==> config.mk <==
export PLATFORM = sky130hd
export DESIGN_NAME = pulse_width_decoder_flat
export DESIGN_NICKNAME = d
export VERILOG_FILES = /design/src/rtl/pulse_pkg.sv /design/src/rtl/pulse_width_decoder_if.sv /design/src/rtl/pulse_edge_detect.sv /design/src/rtl/pulse_width_decoder.sv /design/src/flat_wrapper.sv
export SDC_FILE = /design/constraint.sdc
export NUM_CORES = 1
export LEC_CHECK = 0
export BUFFER_PORTS_ARGS = -buffer_cell sky130_fd_sc_hd__buf_2
export CAP_MARGIN = 30
export CORE_UTILIZATION = 53
export DETAILED_ROUTE_END_ITERATION = 10
export HOLD_SLACK_MARGIN = 0.15
export PLACE_DENSITY = 0.75
export SYNTH_ARGS = -nofsm -noshare
export SYNTH_HDL_FRONTEND = slang
export SYNTH_SLANG_ARGS = --single-unit
export TNS_END_PERCENT = 20
==> constraint.sdc <==
create_clock -name clk -period 2 [get_ports clk]
set_input_delay 0.2 -clock clk [delete_from_list [all_inputs] [get_ports clk]]
set_output_delay 0.2 -clock clk [all_outputs]
set_load 0.02 [all_outputs]
==> src/rtl/pulse_pkg.sv <==
// Shared definitions for the pulse stretcher / pulse width decoder pair.
//   pwd_state_t     : decoder FSM states
//   PULSE_CNT_W     : default width of delay/decoded values
//   PULSE_MAX_WIDTH : default largest legal pulse width in cycles
package pulse_pkg;

    localparam int unsigned PULSE_CNT_W     = 4;
    localparam int unsigned PULSE_MAX_WIDTH = 15;

    typedef enum logic [1:0] {ARM, IDLE, MEAS, OVF} pwd_state_t;

endpackage

==> src/rtl/pulse_width_decoder_if.sv <==
// Result channel of the pulse width decoder: single-entry valid/ready slot.
//   out_value : decoded width in cycles
//   out_err   : out_value saturated because the pulse was too long
//   out_valid : slot holds a result not yet taken
//   out_ready : consumer takes the result at posedge when out_valid is set
// master = decoder side, slave = consumer side.
interface pulse_width_decoder_if #(
    parameter int unsigned CNT_W = 4
);
    logic [CNT_W-1:0] out_value;
    logic             out_err;
    logic             out_valid;
    logic             out_ready;

    modport master (output out_value, output out_err, output out_valid, input out_ready);
    modport slave  (input out_value, input out_err, input out_valid, output out_ready);
endinterface

==> src/rtl/pulse_edge_detect.sv <==
// Registers a level and reports its rising/falling edges.
//   clk, rstn : clock, asynchronous active-low reset
//   d         : level input, synchronous to clk
//   d_q       : d delayed by one cycle
//   rise/fall : d & ~d_q / ~d & d_q
module pulse_edge_detect (
    input  logic clk,
    input  logic rstn,
    input  logic d,
    output logic d_q,
    output logic rise,
    output logic fall
);

    always_ff @(posedge clk or negedge rstn) begin
        if (!rstn) begin
            d_q <= 1'b0;
        end else begin
            d_q <= d;
        end
    end

    assign rise = d & ~d_q;
    assign fall = ~d & d_q;

endmodule

==> src/rtl/pulse_width_decoder.sv <==
// Measures the high time of a stretched pulse in clk cycles and returns it on a
// single-entry valid/ready slot. Pulses longer than MAX_WIDTH saturate with
// out_err set; error-free widths below MIN_WIDTH are dropped as glitches.
//   clk, rstn   : clock, asynchronous active-low reset
//   en          : low forces ARM and aborts any measurement
//   pulse_in    : stretched pulse, synchronous to clk
//   out_if      : result slot (value, err, valid / ready)
//   overrun     : sticky, a kept result was dropped because the slot was full
//   clr_overrun : synchronous clear of overrun, wins over a same-cycle set
// Widths must satisfy MAX_WIDTH <= 2**CNT_W-1 and 1 <= MIN_WIDTH <= MAX_WIDTH.
module pulse_width_decoder
    import pulse_pkg::*;
#(
    parameter int unsigned CNT_W     = PULSE_CNT_W,
    parameter int unsigned MAX_WIDTH = PULSE_MAX_WIDTH,
    parameter int unsigned MIN_WIDTH = 1
) (
    input  logic                  clk,
    input  logic                  rstn,
    input  logic                  en,
    input  logic                  pulse_in,
    pulse_width_decoder_if.master out_if,
    output logic                  overrun,
    input  logic                  clr_overrun
);

    localparam logic [CNT_W-1:0] MaxCnt = CNT_W'(MAX_WIDTH);
    localparam logic [CNT_W-1:0] MinCnt = CNT_W'(MIN_WIDTH);

    pwd_state_t       state_q, state_d;
    logic [CNT_W-1:0] cnt_q, cnt_d;
    logic [CNT_W-1:0] value_q, value_d;
    logic             err_q, err_d;
    logic             valid_q, valid_d;
    logic             overrun_q, overrun_d;

    logic             unused_pulse_q;
    logic             rise, fall;
    logic             done, done_err, keep, accept;
    logic [CNT_W-1:0] done_value;

    // Only the edges are needed: inside MEAS/OVF the registered level is always 1.
    pulse_edge_detect u_edge (
        .clk  (clk),
        .rstn (rstn),
        .d    (pulse_in),
        .d_q  (unused_pulse_q),
        .rise (rise),
        .fall (fall)
    );

    always_comb begin
        state_d    = state_q;
        cnt_d      = cnt_q;
        done       = 1'b0;
        done_value = cnt_q;
        done_err   = 1'b0;
        case (state_q)
            // A pulse already high when armed must not be measured partially.
            ARM:  if (!pulse_in) state_d = IDLE;
            IDLE: if (rise) begin
                state_d = MEAS;
                cnt_d   = CNT_W'(1);
            end
            MEAS: if (fall) begin
                done    = 1'b1;
                state_d = IDLE;
            end else if (cnt_q == MaxCnt) begin
                state_d = OVF;
            end else begin
                cnt_d = cnt_q + CNT_W'(1);
            end
            OVF:  if (fall) begin
                done       = 1'b1;
                done_value = MaxCnt;
                done_err   = 1'b1;
                state_d    = IDLE;
            end
            default: state_d = ARM;
        endcase
        if (!en) begin
            state_d = ARM;
            cnt_d   = '0;
            done    = 1'b0;
        end
    end

    // Result slot: a kept completion loads when the slot is empty or emptying.
    always_comb begin
        keep      = done && (done_err || (done_value >= MinCnt));
        accept    = valid_q && out_if.out_ready;
        valid_d   = valid_q && !accept;
        value_d   = value_q;
        err_d     = err_q;
        overrun_d = overrun_q;
        if (keep) begin
            if (!valid_q || out_if.out_ready) begin
                valid_d = 1'b1;
                value_d = done_value;
                err_d   = done_err;
            end else begin
                overrun_d = 1'b1;
            end
        end
        if (clr_overrun) overrun_d = 1'b0;
    end

    always_ff @(posedge clk or negedge rstn) begin
        if (!rstn) begin
            state_q   <= ARM;
            cnt_q     <= '0;
            value_q   <= '0;
            err_q     <= 1'b0;
            valid_q   <= 1'b0;
            overrun_q <= 1'b0;
        end else begin
            state_q   <= state_d;
            cnt_q     <= cnt_d;
            value_q   <= value_d;
            err_q     <= err_d;
            valid_q   <= valid_d;
            overrun_q <= overrun_d;
        end
    end

    assign out_if.out_value = value_q;
    assign out_if.out_err   = err_q;
    assign out_if.out_valid = valid_q;
    assign overrun          = overrun_q;

endmodule

==> src/flat_wrapper.sv <==
// flat-port wrapper written by rule: the top's interface ports become plain ports
module pulse_width_decoder_flat import pulse_pkg::*;
#(
    parameter int unsigned CNT_W     = PULSE_CNT_W,
    parameter int unsigned MAX_WIDTH = PULSE_MAX_WIDTH,
    parameter int unsigned MIN_WIDTH = 1
)
  (clk, rstn, en, pulse_in, overrun, clr_overrun, out_if_out_value, out_if_out_err, out_if_out_valid, out_if_out_ready);
  pulse_width_decoder_if #(.CNT_W(CNT_W)) out_if_i ();
  input  logic clk;
  input  logic rstn;
  input  logic en;
  input  logic pulse_in;
  output logic overrun;
  input  logic clr_overrun;
  output wire logic [$bits(out_if_i.out_value)-1:0] out_if_out_value;
  output wire logic [$bits(out_if_i.out_err)-1:0] out_if_out_err;
  output wire logic [$bits(out_if_i.out_valid)-1:0] out_if_out_valid;
  input wire logic [$bits(out_if_i.out_ready)-1:0] out_if_out_ready;
  assign out_if_out_value = out_if_i.out_value;
  assign out_if_out_err = out_if_i.out_err;
  assign out_if_out_valid = out_if_i.out_valid;
  assign out_if_i.out_ready = out_if_out_ready;
  pulse_width_decoder #(.CNT_W(CNT_W), .MAX_WIDTH(MAX_WIDTH), .MIN_WIDTH(MIN_WIDTH)) u_core (.clk(clk), .rstn(rstn), .en(en), .pulse_in(pulse_in), .out_if(out_if_i), .overrun(overrun), .clr_overrun(clr_overrun));
endmodule
## After elaboration in Yosys (flattened, before gate mapping)

Index checks and enable logic that the tools add are counted.

- Reduce and logical (&&, ||, !) cells: 14
- Multiplexer cells: 23
- $lt $le $gt $ge: 1
- Add/sub/neg operators: 1
- Eq/ne operators: 12
- Bitwise logic cells: 4

Operators with widths:

| cell | number |
|---|---|
| $mux W4 | 6 |
| $mux W2 | 6 |
| $mux W1 | 9 |
| $ne A3 B3 Y1 const B | 3 |
| $pmux W2 S4 | 1 |
| $pmux W4 S2 | 1 |
| $reduce_and A4 Y1 | 2 |
| $ne A3 B2 Y1 const B | 2 |
| $add A4 B1 Y4 const B | 1 |
| $eq A2 B2 Y1 const B | 2 |
| $eq A4 B4 Y1 const B | 1 |
| $ge A4 B1 Y1 const B | 1 |
| $ne A4 B2 Y1 const B | 1 |
| $reduce_and A2 Y1 | 2 |
| $logic_and A1 B1 Y1 | 3 |
| $ne A3 B1 Y1 const B | 1 |
| $and A1 B1 Y1 | 2 |
| $eq A2 B1 Y1 const B | 1 |
| $logic_not A1 Y1 | 2 |
| $logic_not A2 Y1 | 1 |
| $logic_or A1 B1 Y1 | 2 |
| $ne A2 B2 Y1 const B | 1 |
| $not A1 Y1 | 2 |
| $reduce_bool A2 Y1 | 1 |
| $reduce_or A2 Y1 | 1 |

- Register bits after elaboration: 14
- Input bits: 6
- Output and inout bits: 7

## Logic depth before layout (Yosys ltp)

- Depth after elaboration: 9
- Mapped depth: 7
- Mapped depth without buffers: 6

## Hierarchy

Synthesis repeated with hierarchy kept, for this count alone.

- Cells, all modules: 82
- Area, all modules: 874.6 um^2

By module, submodules not included:

| module | sequential area each (um^2) | instances | area each (um^2) | cells each |
|---|---|---|---|---|
| pulse_width_decoder | 325.3 | 1 | 834.6 | 79 |
| pulse_edge_detect | 25.0 | 1 | 40.0 | 3 |

## Worst setup path after synthesis

OpenSTA, ideal clock, no wires.

- Kind: reg-to-reg
- Start point: register u_core.state_q[0]
- End point: register u_core.state_q[1]
- Slack: 0.184 ns
- Cell stages (with the launch flop): 6
- Data arrival time: 1.750 ns
- Data required time: 1.934 ns
- Clock period less this slack: 1.816 ns
- Path through: dfrtp_1 -> ha_1 -> or4b_1 -> o2111a_2 -> o41ai_2 -> a22o_1

- Word-level cells in the longest chain between the ends: 3
- Elaborated cells between the ends (all ways): 11
- Classes of those cells: eq/ne: 7; mux: 2; reduce/logical: 2

RTL lines:

| item | line | text |
|---|---|---|
| start: declaration | pulse_width_decoder.sv:30 | `pwd_state_t state_q, state_d;` |
| start signal: assignment | pulse_width_decoder.sv:117 | `state_q <= state_d;` |
| $eq A2 B2 Y1 (tied with other cells) | pulse_width_decoder.sv:58 | `case (state_q)` |
| $ne A4 B2 Y1 (no line) (tied with other cells) | - |  |
| $reduce_and A4 Y1 (no line) / $mux W2 (equally long branches) | - |  |

Parallel ways exist; a longest one is shown, timed or not.
A chain may end at the register's enable or synchronous reset.

## Worst setup path after layout

- Start point: register u_core.state_q[0]
- End point: register u_core.state_q[0]

The elaborated chain is that of the path after synthesis.

==> metrics.yaml <==
status: "complete, no violations"
root_buffer: "clkbuf_4"
antenna_cells: 0
slowest_stage: "or4b_1"
critPathLaunch: "u_core.state_q[0]"
netlist_area_sq_um: 817
drv_slew: 0
crit_buf_inv: 2
final_layout_size_suffix_gt1_share_pct: 32.7
hp-class: "in -> reg"
vdd_ir_drop_max_v: 0.000537
drt_pre_antenna_iters: 4
grt.overflow.total: 0
cts.sinks: 14
insertion_delay_ns: 0.29
reg2regPathDepth: 7
place_ws_ns: 0.107
timing.rr.start: "u_core.state_q[0]"
synthFlopType: "dfrtp_1"
start_util_pct: 59.8
cp.depth: 7
hold_start: "out_if_out_ready"
crit_path_max_incr_delay_ns: 0.54
avgSynthCellArea_sq_um: 9.84
path_max_fanout: 5
reg2reg_to: "u_core.state_q[0]"
avgRoutedWirePerCell_um: 16.0
synthCells: 83
rsz0062_at_grt: "yes"
clock_path_buffers: 2
endpoint: "u_core.state_q[0]"
power_density_mw_per_mm2: 970
end_kind: "register"
leakagePower_nw: 0.497
setup_viol: 0
core_area_sq_mm: 0.00137
numCtsBuffers: 3
synth_cell_type_count: 30
via_per_inst: 6.24
crit_type: "reg -> reg"
yosys_warnings: 0
crit_family: "compound AO/OA/AOI/OAI gates"
vias: 761
stdcell_area_sq_mm: 0.00103
synth_seq_cells: 14
crit_chain: "inv_2 -> ha_4 -> or4b_1 -> o2111a_2 -> buf_4 -> o31ai_1 -> a22o_2"
async_reset_ff_share_pct: 100
fin_nets: 119
final.period_utilization_pct: 99.7
area_growth_pct: 25.7
grt_max_degree: 15
grt_pass1_vias: 629
yosysSeqAreaShare_pct: 42.9
cts_tree: "yes"
wirelength_um: 1950
drc: 0
gp_congestion: 0.807
drv_cap: 0
max_freq_mhz: 502
pin_count: 13
worst_slack_ns: 0.00688
h-tree-depth: 1
clk_pin_slew_ns: 0.10
io_buffer_count: 12
rows: 13
rrSetupSlack_ns: 0.007
drt_iter0_markers: 32
die-area_sq_mm: 0.00170
period_minus_slack_ns: 1.99
cp.required_ns: 2.24
hpwlAfterDp_um: 1190
place_area_sq_um: 907
die_y_um: 41.3
chipWidth_um: 41.3
cp.arrival_ns: 2.23
synth-edff-count: 0
final_cell_mix: "13 x dfrtp_1, 12 x buf_2, 8 x a21oi_1, 8 x buf_4, 7 x o21ai_0"
final_common_cell: "dfrtp_1"
tightest_slew_ns: 0.396
startpoint_type: "register"
skew_ns: 0.00762
relSlewSlack_pct: 73.5
grt_util_all_layers_pct: 25.2
postRouteAntennaNets: 0
final-hold-violation-count: 0
n_fill_cell: 94
antenna_found_initial: 0
synth_nets: 94
grt_pass1_wl_um: 2730
[synth_stat cells, drive strengths merged (2+ instances only)]
library cell  number  share of area, %
nand2              5               2.3
dfrtp             14                43
nand3              2               1.2
a31oi              3               2.3
o22a               3               3.2
nand2b             5               3.8
a22o               2               2.3
inv                5               2.3
nand3b             2               1.8
nand4              3               2.3
clkbuf             3               1.4
o21ai              7               4.3
a21oi              8               4.9
and3               2               1.5
o41ai              2               3.1
ha                 5               7.7
[layout make-up]
| type | count | area, sq um | area share, % |
|---|---|---|---|
| clock buffers | 4 | 36.3 | 3.53 |
| well taps | 15 | 18.8 | 1.83 |
| inverters | 5 | 18.8 | 1.83 |
| flip-flops and latches | 14 | 352 | 34.2 |
| repair buffers | 23 | 150 | 14.6 |
| multi-input cells | 61 | 452 | 44.0 |
[power by group]
part,switching (mW),internal [mW],total [mW]
Combinational,0.209,0.206,0.415
Clock,0.101,0.111,0.212
Sequential,0.0463,0.323,0.369
[sequential cells by signal (all words and copies together), names as in the netlist]
name                     count
u_core.out_if.out_valid      1
u_core.out_if.out_err        1
u_core.cnt_q                 4
u_core.out_if.out_value      4
u_core.u_edge.d_q            1
u_core.state_q               2
u_core.overrun               1
[worst min-delay path, delay by kind of cell]
| kind | cells | cell delay [ns] |
|---|---|---|
| AND/OR/NAND/NOR | 1 | 0.13 |
| AO/OA/AOI/OAI | 1 | 0.08 |
| buffers and inverters | 1 | 0.07 |
[metrics by stage]
stage          TNS (ns)  cells  power [mW]  utilization, %  hold slack (ns)
4_1_cts               0    117       0.895            71.2            0.229
6_report              0    122       0.996            75.2            0.226
2_1_floorplan         0     83       0.598               -          -0.0956
3_3_place_gp          0    110       0.670            66.4            0.110
5_1_grt          -0.144    122        1.06            75.2            0.235
3_5_place_dp          0    110       0.681            66.4            0.113
[kinds of logic (layout without fill, tap and decap cells)]
kind of cell	after synthesis	after routing	share of synthesized area (%)
mux	1	1	1.38
buf+inv	8	32	3.68
fa+ha+maj	5	5	7.66
simple gates	23	23	16.4
compound gates	32	32	28.0
flops	14	14	42.9
[worst min-delay path by stage]
stage / endpoint / slack [ns] / depth (start not counted)
4_1_cts: u_core.overrun / 0.23 / 3
6_report: u_core.overrun / 0.23 / 3
3_5_place_dp: u_core.overrun / 0.11 / 1
5_1_grt: u_core.cnt_q[0] / 0.23 / 2
3_3_place_gp: u_core.overrun / 0.11 / 1
2_1_floorplan: u_core.cnt_q[0] / -0.1 / 0
[what timing repair did]
item	in CTS	in global routing
endpoints found under the hold margin	16	0
setup endpoints to repair	0	1
hold buffers	3	0
gates resized for setup	0	6
buffers inserted	0	5
[layer usage]
metal | wire length, um | up-vias | GRT usage, %
met5 | 0 | - | 0
met4 | 19 | 0 | 7.26
met3 | 66 | 4 | 8.15
met2 | 967 | 21 | 40.2
met1 | 894 | 368 | 32.3
li1 | - | 368 | -
Note: power is estimated with default switching activity, not from simulation.
